===== src/rtl/reg_bank_shadow_if.sv =====
// Software-side bus for the shadowed register bank: write port, commit/discard
// controls, a registered read port and the flattened active configuration.
interface reg_bank_shadow_if #(
  parameter int WIDTH = 32,
  parameter int NREGS = 4
);
  localparam int ADDR_W = (NREGS > 1) ? $clog2(NREGS) : 1;

  logic                   wr_en;
  logic [ADDR_W-1:0]      wr_addr;
  logic [WIDTH-1:0]       wr_data;
  logic [WIDTH/8-1:0]     wr_be;
  logic                   commit;
  logic                   discard;
  logic [ADDR_W-1:0]      rd_addr;
  logic                   rd_sel;
  logic [WIDTH-1:0]       rd_data;
  logic [NREGS*WIDTH-1:0] active_flat;
  logic                   dirty_any;
  logic                   commit_done;
  logic                   wr_err;

  modport master (
    output wr_en, wr_addr, wr_data, wr_be, commit, discard, rd_addr, rd_sel,
    input  rd_data, active_flat, dirty_any, commit_done, wr_err
  );

  modport slave (
    input  wr_en, wr_addr, wr_data, wr_be, commit, discard, rd_addr, rd_sel,
    output rd_data, active_flat, dirty_any, commit_done, wr_err
  );
endinterface


===== src/rtl/reg_bank_shadow.sv =====
// Double-buffered register bank: byte-masked writes land in a shadow copy,
// commit moves dirty shadows to the active copy atomically, discard reverts.

// One register: shadow/active pair plus its dirty bit.
module reg_bank_shadow_lane #(
  parameter int               WIDTH     = 32,
  parameter logic [WIDTH-1:0] RESET_VAL = '0
) (
  input  logic               clk,
  input  logic               rst,
  input  logic               wr,
  input  logic [WIDTH/8-1:0] be,
  input  logic [WIDTH-1:0]   data,
  input  logic               commit,
  input  logic               discard,
  output logic [WIDTH-1:0]   shadow,
  output logic [WIDTH-1:0]   active,
  output logic               dirty
);
  localparam int NB = WIDTH / 8;

  logic [WIDTH-1:0] merged;
  logic             wr_eff;

  // Shadow value with this cycle's enabled bytes applied.
  always_comb begin
    merged = shadow;
    for (int b = 0; b < NB; b++)
      if (wr && be[b]) merged[8*b +: 8] = data[8*b +: 8];
  end

  assign wr_eff = wr && (|be);

  // Commit beats discard beats plain write; a write in a commit cycle is merged.
  always_ff @(posedge clk) begin
    if (rst) begin
      shadow <= RESET_VAL;
      active <= RESET_VAL;
      dirty  <= 1'b0;
    end else if (commit) begin
      shadow <= merged;
      if (dirty || wr_eff) active <= merged;
      dirty  <= 1'b0;
    end else if (discard) begin
      shadow <= active;
      dirty  <= 1'b0;
    end else if (wr) begin
      shadow <= merged;
      if (wr_eff) dirty <= 1'b1;
    end
  end
endmodule

module reg_bank_shadow #(
  parameter int               WIDTH     = 32,
  parameter int               NREGS     = 4,
  parameter logic [WIDTH-1:0] RESET_VAL = '0
) (
  input  logic clk,
  input  logic rst,
  reg_bank_shadow_if.slave bus
);
  localparam int ADDR_W = (NREGS > 1) ? $clog2(NREGS) : 1;

  logic [NREGS-1:0][WIDTH-1:0] shadow;
  logic [NREGS-1:0][WIDTH-1:0] active;
  logic [NREGS-1:0]            dirty;
  logic [WIDTH-1:0]            rd_next;
  logic [WIDTH-1:0]            rd_q;
  logic                        commit_q;
  logic                        err_q;
  logic                        wr_oob;

  assign wr_oob = bus.wr_en && ({1'b0, bus.wr_addr} >= (ADDR_W+1)'(NREGS));

  genvar i;
  generate
    for (i = 0; i < NREGS; i++) begin : g_reg
      reg_bank_shadow_lane #(.WIDTH(WIDTH), .RESET_VAL(RESET_VAL)) u_lane (
        .clk    (clk),
        .rst    (rst),
        .wr     (bus.wr_en && (bus.wr_addr == ADDR_W'(i))),
        .be     (bus.wr_be),
        .data   (bus.wr_data),
        .commit (bus.commit),
        .discard(bus.discard),
        .shadow (shadow[i]),
        .active (active[i]),
        .dirty  (dirty[i])
      );
    end
  endgenerate

  // Read mux over pre-edge contents; unmatched (out-of-range) index reads 0.
  always_comb begin
    rd_next = '0;
    for (int r = 0; r < NREGS; r++)
      if (bus.rd_addr == ADDR_W'(r)) rd_next = bus.rd_sel ? shadow[r] : active[r];
  end

  // Registered read data and the single-cycle status pulses.
  always_ff @(posedge clk) begin
    if (rst) begin
      rd_q     <= '0;
      commit_q <= 1'b0;
      err_q    <= 1'b0;
    end else begin
      rd_q     <= rd_next;
      commit_q <= bus.commit;
      err_q    <= wr_oob;
    end
  end

  assign bus.rd_data     = rd_q;
  assign bus.active_flat = active;
  assign bus.dirty_any   = |dirty;
  assign bus.commit_done = commit_q;
  assign bus.wr_err      = err_q;
endmodule


===== src/flat_wrapper.sv =====
// flat-port wrapper written by rule: the top's interface ports become plain ports
module reg_bank_shadow_flat 
#(
  parameter int               WIDTH     = 32,
  parameter int               NREGS     = 4,
  parameter logic [WIDTH-1:0] RESET_VAL = '0
)
  (clk, rst, bus_wr_en, bus_wr_addr, bus_wr_data, bus_wr_be, bus_commit, bus_discard, bus_rd_addr, bus_rd_sel, bus_rd_data, bus_active_flat, bus_dirty_any, bus_commit_done, bus_wr_err);
  reg_bank_shadow_if #(.WIDTH(WIDTH), .NREGS(NREGS)) bus_i ();
  input  logic clk;
  input  logic rst;
  input wire logic [$bits(bus_i.wr_en)-1:0] bus_wr_en;
  input wire logic [$bits(bus_i.wr_addr)-1:0] bus_wr_addr;
  input wire logic [$bits(bus_i.wr_data)-1:0] bus_wr_data;
  input wire logic [$bits(bus_i.wr_be)-1:0] bus_wr_be;
  input wire logic [$bits(bus_i.commit)-1:0] bus_commit;
  input wire logic [$bits(bus_i.discard)-1:0] bus_discard;
  input wire logic [$bits(bus_i.rd_addr)-1:0] bus_rd_addr;
  input wire logic [$bits(bus_i.rd_sel)-1:0] bus_rd_sel;
  output wire logic [$bits(bus_i.rd_data)-1:0] bus_rd_data;
  output wire logic [$bits(bus_i.active_flat)-1:0] bus_active_flat;
  output wire logic [$bits(bus_i.dirty_any)-1:0] bus_dirty_any;
  output wire logic [$bits(bus_i.commit_done)-1:0] bus_commit_done;
  output wire logic [$bits(bus_i.wr_err)-1:0] bus_wr_err;
  assign bus_i.wr_en = bus_wr_en;
  assign bus_i.wr_addr = bus_wr_addr;
  assign bus_i.wr_data = bus_wr_data;
  assign bus_i.wr_be = bus_wr_be;
  assign bus_i.commit = bus_commit;
  assign bus_i.discard = bus_discard;
  assign bus_i.rd_addr = bus_rd_addr;
  assign bus_i.rd_sel = bus_rd_sel;
  assign bus_rd_data = bus_i.rd_data;
  assign bus_active_flat = bus_i.active_flat;
  assign bus_dirty_any = bus_i.dirty_any;
  assign bus_commit_done = bus_i.commit_done;
  assign bus_wr_err = bus_i.wr_err;
  reg_bank_shadow #(.WIDTH(WIDTH), .NREGS(NREGS), .RESET_VAL(RESET_VAL)) u_core (.clk(clk), .rst(rst), .bus(bus_i));
endmodule

===== config.mk =====
export PLATFORM = sky130hd
export DESIGN_NAME = reg_bank_shadow_flat
export DESIGN_NICKNAME = d
export VERILOG_FILES = /design/src/rtl/reg_bank_shadow_if.sv /design/src/rtl/reg_bank_shadow.sv /design/src/flat_wrapper.sv
export SDC_FILE = /design/constraint.sdc
export NUM_CORES = 1
export LEC_CHECK = 0
export BUFFER_PORTS_ARGS = -buffer_cell sky130_fd_sc_hd__buf_2
export CAP_MARGIN = 40
export CORE_ASPECT_RATIO = 1.75
export CORE_UTILIZATION = 35
export DETAILED_ROUTE_END_ITERATION = 8
export SETUP_SLACK_MARGIN = 0.15
export SYNTH_ARGS = -nofsm -noshare
export SYNTH_HDL_FRONTEND = slang
export SYNTH_HIERARCHICAL = 1
export SYNTH_SLANG_ARGS = --single-unit

===== constraint.sdc =====
create_clock -name clk -period 2.5 [get_ports clk]
set_clock_uncertainty 0.1 [all_clocks]
set_input_delay 0.25 -clock clk [delete_from_list [all_inputs] [get_ports clk]]
set_output_delay 0.25 -clock clk [all_outputs]
set_load 0.02 [all_outputs]

Word level (Yosys, flattened, before mapping) --
Index checks and enable logic that the tools add are counted.
Word-level totals: bits in latches 0, flip-flop bits (word level) 293, memory bits (read-only) 0, bits in writable memories 0, memories 0, output and inout bits 163, bits of input ports 46
Operators by class: reduce and logical (&&, ||, !) cells 45, bitwise operators 0, magnitude comparators 0, div/mod/pow operators 0, equality and inequality tests 6, shift operators 0, multipliers 0, $add $sub $neg 0, mux-type cells 36
Operator list (count):
- $mux 32 | 20
- $mux 8 | 16
- $logic_and 1x1->1 | 24
- $reduce_and 2->1 | 8
- $reduce_bool 3->1 | 4
- $eq 2x2->1 const B | 4
- $reduce_or 4->1 | 2
- $eq 2x1->1 const B | 2
- $logic_not 2->1 | 2
- $logic_or 1x1->1 | 4
- $reduce_or 3->1 | 1

Longest topological paths before layout --
Gate-level depths: netlist of run 1.
depth in word-level cells 7, mapped depth 8, depth with buffers taken out 5

Hierarchy --
The synthesis of run 1 kept the hierarchy.
Modules (own cells, without submodules):
- reg_bank_shadow_lane | sequential area each 1301.2 um^2, area an instance 3236.9 um^2, times used 4, cells an instance 372
- reg_bank_shadow | sequential area each 660.6 um^2, area an instance 2949.1 um^2, times used 1, cells an instance 314

Worst setup path after synthesis of run 1 --
OpenSTA, ideal clock, no wires.
path kind in2reg, start input bus_wr_addr[1], end register u_core.g_reg[0].u_lane.shadow[10], arrival 1.640 ns, data required time 2.269 ns, cell stages on the path 6, slack 0.629 ns, cell sequence nor3b_1 -> clkbuf_1 -> nand2_1 -> clkbuf_1 -> a211oi_1 -> o31ai_1
Between the ends: word-level cells in the longest chain between the ends 7, elaborated cells on any way between the ends 8
RTL lines:
- from (decl) | line flat_wrapper.sv:13 | input wire logic [$bits(bus_i.wr_addr)-1:0] bus_wr_addr;
- $logic_not 2->1 * | line reg_bank_shadow.sv:82 | .wr (bus.wr_en && (bus.wr_addr == ADDR_W'(i))),
- $logic_and 1x1->1 * | line reg_bank_shadow.sv:82
- $logic_and 1x1->1 | line reg_bank_shadow.sv:29 | if (wr && be[b]) merged[8*b +: 8] = data[8*b +: 8];
- $mux 8 | line reg_bank_shadow.sv:29
- $mux 32 | line reg_bank_shadow.sv:47 | end else if (wr) begin
- $mux 32 | line reg_bank_shadow.sv:44 | end else if (discard) begin
- $mux 32 | line reg_bank_shadow.sv:40 | end else if (commit) begin
- to (signal assigned) | line reg_bank_shadow.sv:41 | shadow <= merged;
- to (signal assigned) | line reg_bank_shadow.sv:45 | shadow <= active;
- to (signal assigned) | line reg_bank_shadow.sv:48 | shadow <= merged;
- to (decl) | line reg_bank_shadow.sv:16 | output logic [WIDTH-1:0] shadow,
Every way passes the cells marked *; elsewhere a longest branch is shown, timed or not. The select of a mux whose other input is x is not followed. A chain may end at the register's enable or synchronous reset.

Worst setup path after layout of run 1 --
start register u_core.g_reg[1].u_lane.dirty, end output bus_dirty_any
Between the ends: word-level cells in the longest chain between the ends 1
RTL lines:
- from (decl) | line reg_bank_shadow.sv:18 | output logic dirty
- from (signal assigned) | line reg_bank_shadow.sv:39 | dirty <= 1'b0;
- from (signal assigned) | line reg_bank_shadow.sv:43 | dirty <= 1'b0;
- from (signal assigned) | line reg_bank_shadow.sv:46 | dirty <= 1'b0;
- $reduce_or 4->1 | line reg_bank_shadow.sv:116 | assign bus.dirty_any = |dirty;
- to (decl) | line flat_wrapper.sv:22 | output wire logic [$bits(bus_i.dirty_any)-1:0] bus_dirty_any;
No other way between the ends.

==> results.json, run 1 <==
{
  "drive_gt1_share_pct": 26.6,
  "hold-worst-slack_ns": 0.0681,
  "p_leak_nw": 7.31,
  "detail_route.drc_violations": 0,
  "critPathRequiredTime_ns": 2.15,
  "finalCritPeriodShare_pct": 83.8,
  "vdd_drop_max_mv": 0.412,
  "slew_headroom_pct": 44.5,
  "gpl.final_weighted_congestion": 0.877,
  "maxCapViolations": 0,
  "insertedDiodeCount": 0,
  "final_wl_um": 61200,
  "setup.reg_to_reg.worst_slack_ns": 0.81,
  "synth_area_um2": 15900,
  "yosys.cell_count.top_type": "sky130_fd_sc_hd__nor2_1",
  "chipWidth_um": 163,
  "yosysTopAreaCellShare_pct": 36.9,
  "final_setup_vio_count": 0,
  "utilization_pct": 40.9,
  "cts_clock_pin_slew_for_the_worst_setup_and_hold_paths_ns": 0.07,
  "route.antenna.remaining_nets": 0,
  "worstPathCellList": "or4_1, buf_2",
  "yosys-top-cells-area": "sky130_fd_sc_hd__dfxtp_1 37%, sky130_fd_sc_hd__a221oi_2 11%, sky130_fd_sc_hd__nor2_1 7.0%",
  "cts-root-buf": "sky130_fd_sc_hd__clkbuf_16",
  "initial_core_utilization_pct": 35.3,
  "drt-vias-per-instance": 6.18,
  "rows": 103,
  "worst_skew_pair.late_latency_ns": 0.58,
  "critPathSlowestCell": "sky130_fd_sc_hd__or4_1",
  "fmax_ghz": 0.477,
  "ctsResizeCount": 0,
  "max-clock-path-buffers": 3,
  "count_of_state_elements_after_synthesis": 293,
  "cts-buffers-inserted": 28,
  "most_used_standard_cells_in_the_synthesized_netlist": "297 x sky130_fd_sc_hd__nor2_1, 293 x sky130_fd_sc_hd__dfxtp_1, 146 x sky130_fd_sc_hd__nand2_1",
  "worst-setup-path-type": "flop to primary output",
  "synth_enable_flop_cells": 0,
  "grt_max_degree": 68,
  "maxSlewViolCount": 0,
  "synthDominantAreaCellType": "sky130_fd_sc_hd__dfxtp_1",
  "dieArea_um2": 46300,
  "worstSetupStartpointType": "flop",
  "outcome": "finished clean",
  "antenna_found_initial": 2,
  "rsz0062_at_grt": "no",
  "synth_nets": 1848,
  "gr-usage-all-layers_pct": 25.7,
  "final_net_count": 1973,
  "cts_tree": "done",
  "cts.repair_timing.setup_buffer_count": 0,
  "postCtsHoldBufs": 1,
  "grt_remaining_overflow": 0,
  "drtIter0Drc": 1445,
  "synthDistinctLibCells": 38,
  "port_buffers": 207,
  "grt_pass1_wl_um": 92500,
  "worstPathMaxFanout": 3,
  "hold_depth": 3,
  "setup_tns_ns": 0,
  "cts_num_sinks": 293,
  "synthArstFlopShare_pct": 0,
  "worstMarginPinSlew_ns": 0.832,
  "timing.critical_path.max_delay_family": "simple AND/OR/NAND/NOR gates",
  "period_minus_slack_ns": 2.10,
  "yosys_most_used_dff": "sky130_fd_sc_hd__dfxtp_1",
  "vias": 15600,
  "syn_inst": 1802,
  "critical_path_arrival_ns": 1.75,
  "area.growth.synth_to_final_pct": 15.7,
  "avg_inst_size_synth_um2": 8.82,
  "clock_tree.htree_level_count": 1,
  "number_of_global_route_vias_before_repair": 15100,
  "design.core.area_um2": 45000,
  "setup.worst_path.end_class": "primary output",
  "synth.yosys.seq_area_share_pct": 36.9,
  "reg2reg_depth": 4,
  "timing.critical_path.depth": 2,
  "timing.hold.worst.class": "input port to flop",
  "pwr_density_cell_nw_per_um2": 630,
  "routedWlPerCell_um": 24.2,
  "dp_hpwl_um": 41700,
  "length_of_the_first_detailed_routing_pass_in_iterations": 5,
  "die_h_um": 284,
  "ioPinCount": 209,
  "synth-warning-count": 6,
  "path_buf_inv": 1,
  "finalHoldViolCount": 0,
  "worst_path_largest_cell_delay_ns": 0.63
}
==> per-stage QoR <==
step                      std cells  setup WS (ns)  cell area, um^2  power (W)
final                          2526          0.404            18400     0.0116
after CTS                      2526          0.372            18400     0.0116
after global routing           2526          0.373            18400     0.0120
after detailed placement       2473          0.276            17400    0.00710
after global placement         2472          0.361            17400    0.00704
after floorplan                1802          0.629            15900    0.00643
==> cells in the final DEF (no fill, tap or decap), drive strengths merged <==
master       Yosys  routed
a221oi         128     128
nand2          146     146
a21oi          133     133
or4              5       5
nor3            12      12
nand2b           6       6
a31o             4       4
and3b            1       1
o221ai           9       9
and3           129     129
clkinv           0      10
and2             4       4
dlygate4sd3      0       1
nor2           297     297
nor4             8       8
o31ai          128     128
o22ai           43      43
o21a             8       8
mux2i           76      76
nor3b            1       1
o21ai            1       1
inv              2       2
buf             54     272
mux4            12      12
clkbuf         125      41
dfxtp          293     293
a211oi         136     136
nand3            5       5
or2              5       5
nor2b           13      13
conb             1       1
bufinv           0       2
mux2            17      17
==> worst min-delay path, stage by stage <==
cell	delay, ns
sky130_fd_sc_hd__buf_2	0.18
sky130_fd_sc_hd__mux2i_1	0.16
sky130_fd_sc_hd__nor2_1	0.10
==> layout make-up <==
| type | instances | area, um^2 |
|---|---|---|
| fillers | 4406 | 26600 |
| inverters | 2 | 7.51 |
| repair buffers | 274 | 1660 |
| multi-input cells | 1328 | 9180 |
| clock buffers | 40 | 847 |
| well taps | 577 | 722 |
| clock inverters | 12 | 110 |
| flip-flops and latches | 293 | 5870 |
==> logic make-up after synthesis <==
group / count (synthesis) / share of synthesized area [%]
AO/OA/AOI/OAI: 590 / 31.5
buffers and inverters: 181 / 5.75
flip-flops: 293 / 36.9
multiplexers: 105 / 7.69
other: 1 / 0.0236
AND/OR/NAND/NOR: 632 / 18.2
==> power by group <==
group	internal [W]	switching [W]
sequential	0.00492	0.000263
clock	0.00256	0.00200
combinational	0.000652	0.00120
==> sequential cells by signal (all words and copies together), names as in the netlist <==
| name | cells |
|---|---|
| u_core/bus.commit_done | 1 |
| u_core/g.u_lane/active | 128 |
| u_core/g.u_lane/dirty | 4 |
| u_core/g.u_lane/shadow | 128 |
| u_core/bus.rd_data | 32 |
==> per-layer routing <==
layer | vias to the layer above | track usage, % | part of all wire [%]
li1 | 7053 | - | -
met1 | 7576 | 31.3 | 39
met2 | 798 | 41.9 | 48
met3 | 174 | 5.19 | 8.1
met4 | 4 | 13.9 | 5.4
met5 | - | 0 | 0.036
==> worst paths after layout <==
check,from,endpoint
setup / recovery,u_core/g_reg[1].u_lane/dirty,bus_dirty_any
setup reg to reg,u_core/g_reg[1].u_lane/active[22],u_core/bus.rd_data[22]
hold reg to reg,u_core/g_reg[3].u_lane/shadow[27],u_core/g_reg[3].u_lane/shadow[27]
hold / removal,bus_rd_addr[1],u_core/bus.rd_data[15]
(Power assumes the default switching activity.)
==> run 2: changes to the inputs <==
- clock period: 2.5 -> 1.75 ns (I/O delays scaled with it)
==> run 2 against run 1 <==
- the run now ends with setup timing left
- sequential power up 43%
- utilization up 2.6 points
- wire length up 2.0%
- global-route usage up 0.14 points
- first-iteration DRC count down 17%
- worst setup slack worse by 0.54 ns
- sequential share of layout area down 1.9 points
- largest power group unchanged
- highest routed layer unchanged
==> results.json, run 2 (synthesis gave the netlist of run 1 again) <==
{
  "timing.hold.worst.class": "input port to flop",
  "postLayoutSetupSlackWorst_ns": -0.139,
  "initial_core_utilization_pct": 35.3,
  "drive_gt1_share_pct": 28.7,
  "gr-usage-all-layers_pct": 25.8,
  "dieArea_um2": 46300,
  "final_design_area_no_fill_um2": 19600,
  "design.core.area_um2": 45000,
  "utilization_pct": 43.5,
  "finalCritPeriodShare_pct": 108,
  "area.growth.synth_to_final_pct": 23.2,
  "dp_hpwl_um": 42400,
  "die_h_um": 284,
  "worstSetupStartpointType": "flop",
  "drtIter0Drc": 1204,
  "leading_cell_types_in_the_layout_fill_and_taps_excluded": "296 x sky130_fd_sc_hd__nor2_1, 292 x sky130_fd_sc_hd__dfxtp_1, 204 x sky130_fd_sc_hd__buf_2",
  "worst_skew_pair.late_latency_ns": 0.59,
  "period_minus_slack_ns": 1.89,
  "critPathRequiredTime_ns": 1.47,
  "worstPathCellList": "or4_4, buf_6",
  "cts_clock_pin_slew_for_the_worst_setup_and_hold_paths_ns": 0.06,
  "final_net_count": 2035,
  "total_power_w": 0.0172,
  "comb_power_share_pct": 16.8,
  "vdd_drop_max_mv": 0.637,
  "ioPinCount": 209,
  "final_wl_um": 62500,
  "worstPathMaxFanout": 2,
  "final_setup_vio_count": 1,
  "critical_path_arrival_ns": 1.61,
  "layout_commonest_cell": "sky130_fd_sc_hd__nor2_1",
  "seqPwrFrac_pct": 43.1,
  "sw_frac_of_total_pct": 29.3,
  "power_switching_w": 0.00503,
  "max-clock-path-buffers": 3,
  "rsz0062_at_grt": "yes",
  "antenna_found_initial": 3,
  "worst-setup-path-type": "flop to primary output",
  "p_leak_nw": 7.85,
  "path_buf_inv": 1,
  "fmax_ghz": 0.529,
  "timing.critical_path.max_delay_family": "simple AND/OR/NAND/NOR gates",
  "maxCapViolations": 0,
  "pwr_density_cell_nw_per_um2": 876,
  "cts_num_sinks": 293,
  "maxSlewViolCount": 0,
  "clock_tree.htree_level_count": 1,
  "setup.worst_path.end_class": "primary output",
  "drt-vias-per-instance": 6.12,
  "hold-worst-slack_ns": 0.0385,
  "chipWidth_um": 163,
  "route.antenna.remaining_nets": 0,
  "vias": 15900,
  "critPathSlowestCell": "sky130_fd_sc_hd__or4_4",
  "rows": 103,
  "cellInternalPower_w": 0.0121,
  "routedWlPerCell_um": 24.1,
  "slew_headroom_pct": 61.3,
  "cts-root-buf": "sky130_fd_sc_hd__clkbuf_16",
  "power.share.clock_pct": 40.1,
  "violations": "setup timing",
  "number_of_global_route_vias_before_repair": 15400,
  "grt_remaining_overflow": 0,
  "placed_area_um2": 18500,
  "grt_pass1_wl_um": 92700,
  "grt_max_degree": 82,
  "gpl.final_weighted_congestion": 0.865,
  "outcome": "complete, but fails checks",
  "worst_path_largest_cell_delay_ns": 0.57,
  "port_buffers": 207,
  "worstMarginPinSlew_ns": 0.581,
  "finalHoldViolCount": 0,
  "length_of_the_first_detailed_routing_pass_in_iterations": 5,
  "detail_route.drc_violations": 0,
  "cts-buffers-inserted": 29,
  "cts_tree": "done"
}
[run 2: changes by cell type in the layout (fill, tap and decap cells not counted), sizes merged, moves of 2 or more]
cell,change
buf,+56
dlygate4sd3,+3
a31o,+2
clkinv,-2
bufinv,+3
[run 2: metal layers]
layer	vias to the layer above	share of wire (%)	wire, um	GRT usage [%]
met4	4	5.6	3520	14.1
met3	178	7.6	4780	4.68
met1	7686	38	24000	31.1
met5	-	0.042	26	0
met2	790	48	30100	42.9
li1	7196	-	-	-
[run 2: worst register-to-register path: cells and delay by family, from the launching register on]
kind / cells / cell delay [ns]
AOI/OAI and AO/OA: 2 / 0.55
DFF: 1 / 0.32
buffers and inverters: 2 / 0.27
and+or+nand+nor: 1 / 0.16
[run 2: worst paths after layout]
| path | start | endpoint | slack (ns) | cells after the start |
|---|---|---|---|---|
| hold / removal | bus_discard | u_core/g_reg[0].u_lane/dirty | 0.04 | 2 |
| hold reg to reg | u_core/g_reg[0].u_lane/shadow[16] | u_core/g_reg[0].u_lane/shadow[16] | 0.39 | 2 |
| setup / recovery | u_core/g_reg[2].u_lane/dirty | bus_dirty_any | -0.14 | 2 |
| setup reg to reg | u_core/g_reg[2].u_lane/dirty | u_core/g_reg[2].u_lane/active[0] | 0.25 | 5 |
[run 2: per-stage QoR]
step,cells,TNS (ns),worst slack [ns]
2_1_floorplan,1802,0,0.180
3_3_place_gp,2528,-10.34,-0.175
3_5_place_dp,2528,-13.83,-0.190
4_1_cts,2586,-0.164,-0.164
5_1_grt,2588,-0.155,-0.155
6_report,2589,-0.139,-0.139
[run 2: timing repair]
action | CTS | global route
setup endpoints to repair | 1 | 23
hold buffers | 4 | 0
pin swaps | 1 | 0
hold endpoints to repair | 13 | 0
buffers inserted | 1 | 0
resized for setup | 4 | 9
cloned | 0 | 2
[run 2: final cells by class]
class	instances	area, um^2
diodes	1	2.50
clock buffers	39	813
clock inverters	14	199
fillers	4312	25400
inverters	2	7.51
multi-input cells	1330	9230
flip-flops and latches	293	5870
well taps	577	722
repair buffers	333	2750
[run 2: power by group through the flow]
stage | Combinational [W] | Clock (W) | Sequential [W]
6_report | 0.00288 | 0.00688 | 0.00740
5_1_grt | 0.00305 | 0.00720 | 0.00744
4_1_cts | 0.00283 | 0.00696 | 0.00739
3_5_place_dp | 0.00282 | 0 | 0.00754
3_3_place_gp | 0.00276 | 0 | 0.00752
2_1_floorplan | 0.00156 | 0 | 0.00763
==> run 3: changes to the inputs <==
- CORE_MARGIN: unset -> 2
==> run 3 against run 2 <==
- the run still ends with setup timing left
- final cell count is essentially flat
- first-iteration DRC count is 22% higher
- sequential power about the same
- fmax grew 0.78%
- sequential share of layout area is 0.22 points higher
- flip-flop and latch count stayed put
- count of clock-buffer cells in the layout grew 2
- total power fell by 2.2%
- worst setup slack improved by 0.015 ns
- design area fell by 0.70%
- critical path depth unchanged
- worst hold slack better by 0.0018 ns
- largest power group unchanged
==> results.json, run 3 (synthesis gave the netlist of run 1 again) <==
{
  "final_wl_um": 61600,
  "length_of_the_first_detailed_routing_pass_in_iterations": 7,
  "clock_tree.htree_level_count": 1,
  "critical_path_arrival_ns": 1.60,
  "min_from": "bus_discard",
  "setup.worst_path.end_class": "primary output",
  "drtIter0Drc": 1470,
  "slew_headroom_pct": 54.1,
  "maxSlewViolCount": 0,
  "pwr_density_cell_nw_per_um2": 863,
  "outcome": "complete, but fails checks",
  "rsz0062_at_grt": "yes",
  "cts_num_sinks": 293,
  "timing.hold.worst.class": "input port to flop",
  "port_buffers": 207,
  "design.core.area_um2": 45000,
  "period_minus_slack_ns": 1.87,
  "postLayoutSetupSlackWorst_ns": -0.124,
  "vdd_drop_max_mv": 0.477,
  "number_of_global_route_vias_before_repair": 15200,
  "worstMarginPinSlew_ns": 0.689,
  "detail_route.drc_violations": 0,
  "layout.filler_cells": 4360,
  "initial_core_utilization_pct": 35.3,
  "critPathRequiredTime_ns": 1.47,
  "cts_tree": "done",
  "grt_max_degree": 38,
  "placed_area_um2": 18400,
  "route.antenna.remaining_nets": 0,
  "die_h_um": 286,
  "total_power_w": 0.0168,
  "violations": "setup timing",
  "grt_pass1_wl_um": 92200,
  "r2r_end": "u_core/g_reg[1].u_lane/active[1]",
  "gpl.final_weighted_congestion": 0.863,
  "critPathSlowestCell": "sky130_fd_sc_hd__or4_4",
  "vias": 15800,
  "worstPathMaxFanout": 2,
  "routedWlPerCell_um": 23.8,
  "area.growth.synth_to_final_pct": 22.3,
  "drt-vias-per-instance": 6.10,
  "antenna_found_initial": 2,
  "leading_cell_types_in_the_layout_fill_and_taps_excluded": "296 x sky130_fd_sc_hd__nor2_1, 291 x sky130_fd_sc_hd__dfxtp_1, 204 x sky130_fd_sc_hd__buf_2",
  "setup.reg_to_reg.worst_slack_ns": 0.22,
  "rows": 103,
  "cts-root-buf": "sky130_fd_sc_hd__clkbuf_16",
  "final_setup_vio_count": 1,
  "final_design_area_no_fill_um2": 19400,
  "ioPinCount": 209,
  "fmax_ghz": 0.533,
  "dp_hpwl_um": 42900,
  "worstPathCellList": "or4_4, buf_6",
  "worst_skew_pair.late_latency_ns": 0.57,
  "hold-worst-slack_ns": 0.0403,
  "layout_commonest_cell": "sky130_fd_sc_hd__nor2_1",
  "chipWidth_um": 165,
  "finalHoldViolCount": 0,
  "grt_remaining_overflow": 0,
  "cts_clock_pin_slew_for_the_worst_setup_and_hold_paths_ns": 0.07,
  "dpl_ws_ns": -0.166,
  "utilization_pct": 43.2,
  "regToRegStartpoint": "u_core/g_reg[1].u_lane/dirty",
  "worst-setup-path-type": "flop to primary output",
  "maxCapViolations": 0,
  "final_net_count": 2033,
  "cts-buffers-inserted": 28,
  "timing.hold.worst_endpoint": "u_core/g_reg[1].u_lane/dirty",
  "finalCritPeriodShare_pct": 107,
  "p_leak_nw": 7.79,
  "drive_gt1_share_pct": 29.0,
  "worstSetupStartpointType": "flop",
  "reg2reg_depth": 3,
  "max-clock-path-buffers": 3,
  "hold_depth": 2,
  "dieArea_um2": 47200,
  "worst_path_largest_cell_delay_ns": 0.56,
  "gr-usage-all-layers_pct": 25.1
}
==> run 3: cell count changes in the layout (fill, tap and decap cells not counted), sizes merged <==
cell,delta
clkbuf,+2
a31o,-1
bufinv,-3
diode,+1
buf,+3
dlygate4sd3,-3
inv,-1
==> run 3: how the worst max path moves through the flow <==
| stage | startpoint | to |
|---|---|---|
| 2_1_floorplan | bus_wr_addr[1] | u_core/g_reg[0].u_lane/shadow[10] |
| 3_3_place_gp | bus_wr_be[1] | u_core/g_reg[1].u_lane/active[1] |
| 3_5_place_dp | bus_wr_be[1] | u_core/g_reg[1].u_lane/active[1] |
| 4_1_cts | u_core/g_reg[2].u_lane/dirty | bus_dirty_any |
| 5_1_grt | u_core/g_reg[2].u_lane/dirty | bus_dirty_any |
| 6_report | u_core/g_reg[2].u_lane/dirty | bus_dirty_any |
==> run 3: area by class of cell <==
class	instances	area, um^2	area share (%)
Inverter	2	7.51	0.0386
Clock buffer	41	871	4.48
Multi-Input combinational cell	1329	9220	47.4
Clock inverter	10	104	0.534
Timing Repair Buffer	333	2650	13.6
Sequential cell	293	5870	30.2
Tap cell	577	722	3.71
Antenna cell	2	5.00	0.0257
==> run 3: timing repair <==
action	CTS	global route
buffers inserted	1	0
cloned	0	1
hold buffers	1	0
pin swaps	1	0
setup endpoints to repair	1	34
gates resized for setup	6	3
hold endpoints to repair	4	0
==> run 3: power breakdown <==
group | switching, W | internal, W
logic | 0.00176 | 0.00110
clock network | 0.00279 | 0.00373
registers | 0.000375 | 0.00703
==> run 3: metal layers <==
layer  part of all wire [%]  track usage (%)  vias up
met1                     39             31.1     7672
met2                     48             41.6      789
met5                  0.044                0        -
met3                    8.6             5.07      148
met4                    4.8             11.6        4
li1                       -                -     7159
==> run 3: through the flow <==
step / std cells / TNS [ns]
after floorplan: 1802 / 0
after global placement: 2531 / -8.02
after detailed placement: 2531 / -12.91
after CTS: 2584 / -0.151
after global routing: 2585 / -0.154
final: 2587 / -0.124
==> run 3: critical path, delay by kind of cell, from the launching register on <==
kind	cells	cell delay, ns
buf+inv	1	0.16
simple gates	1	0.56
flops	1	0.32
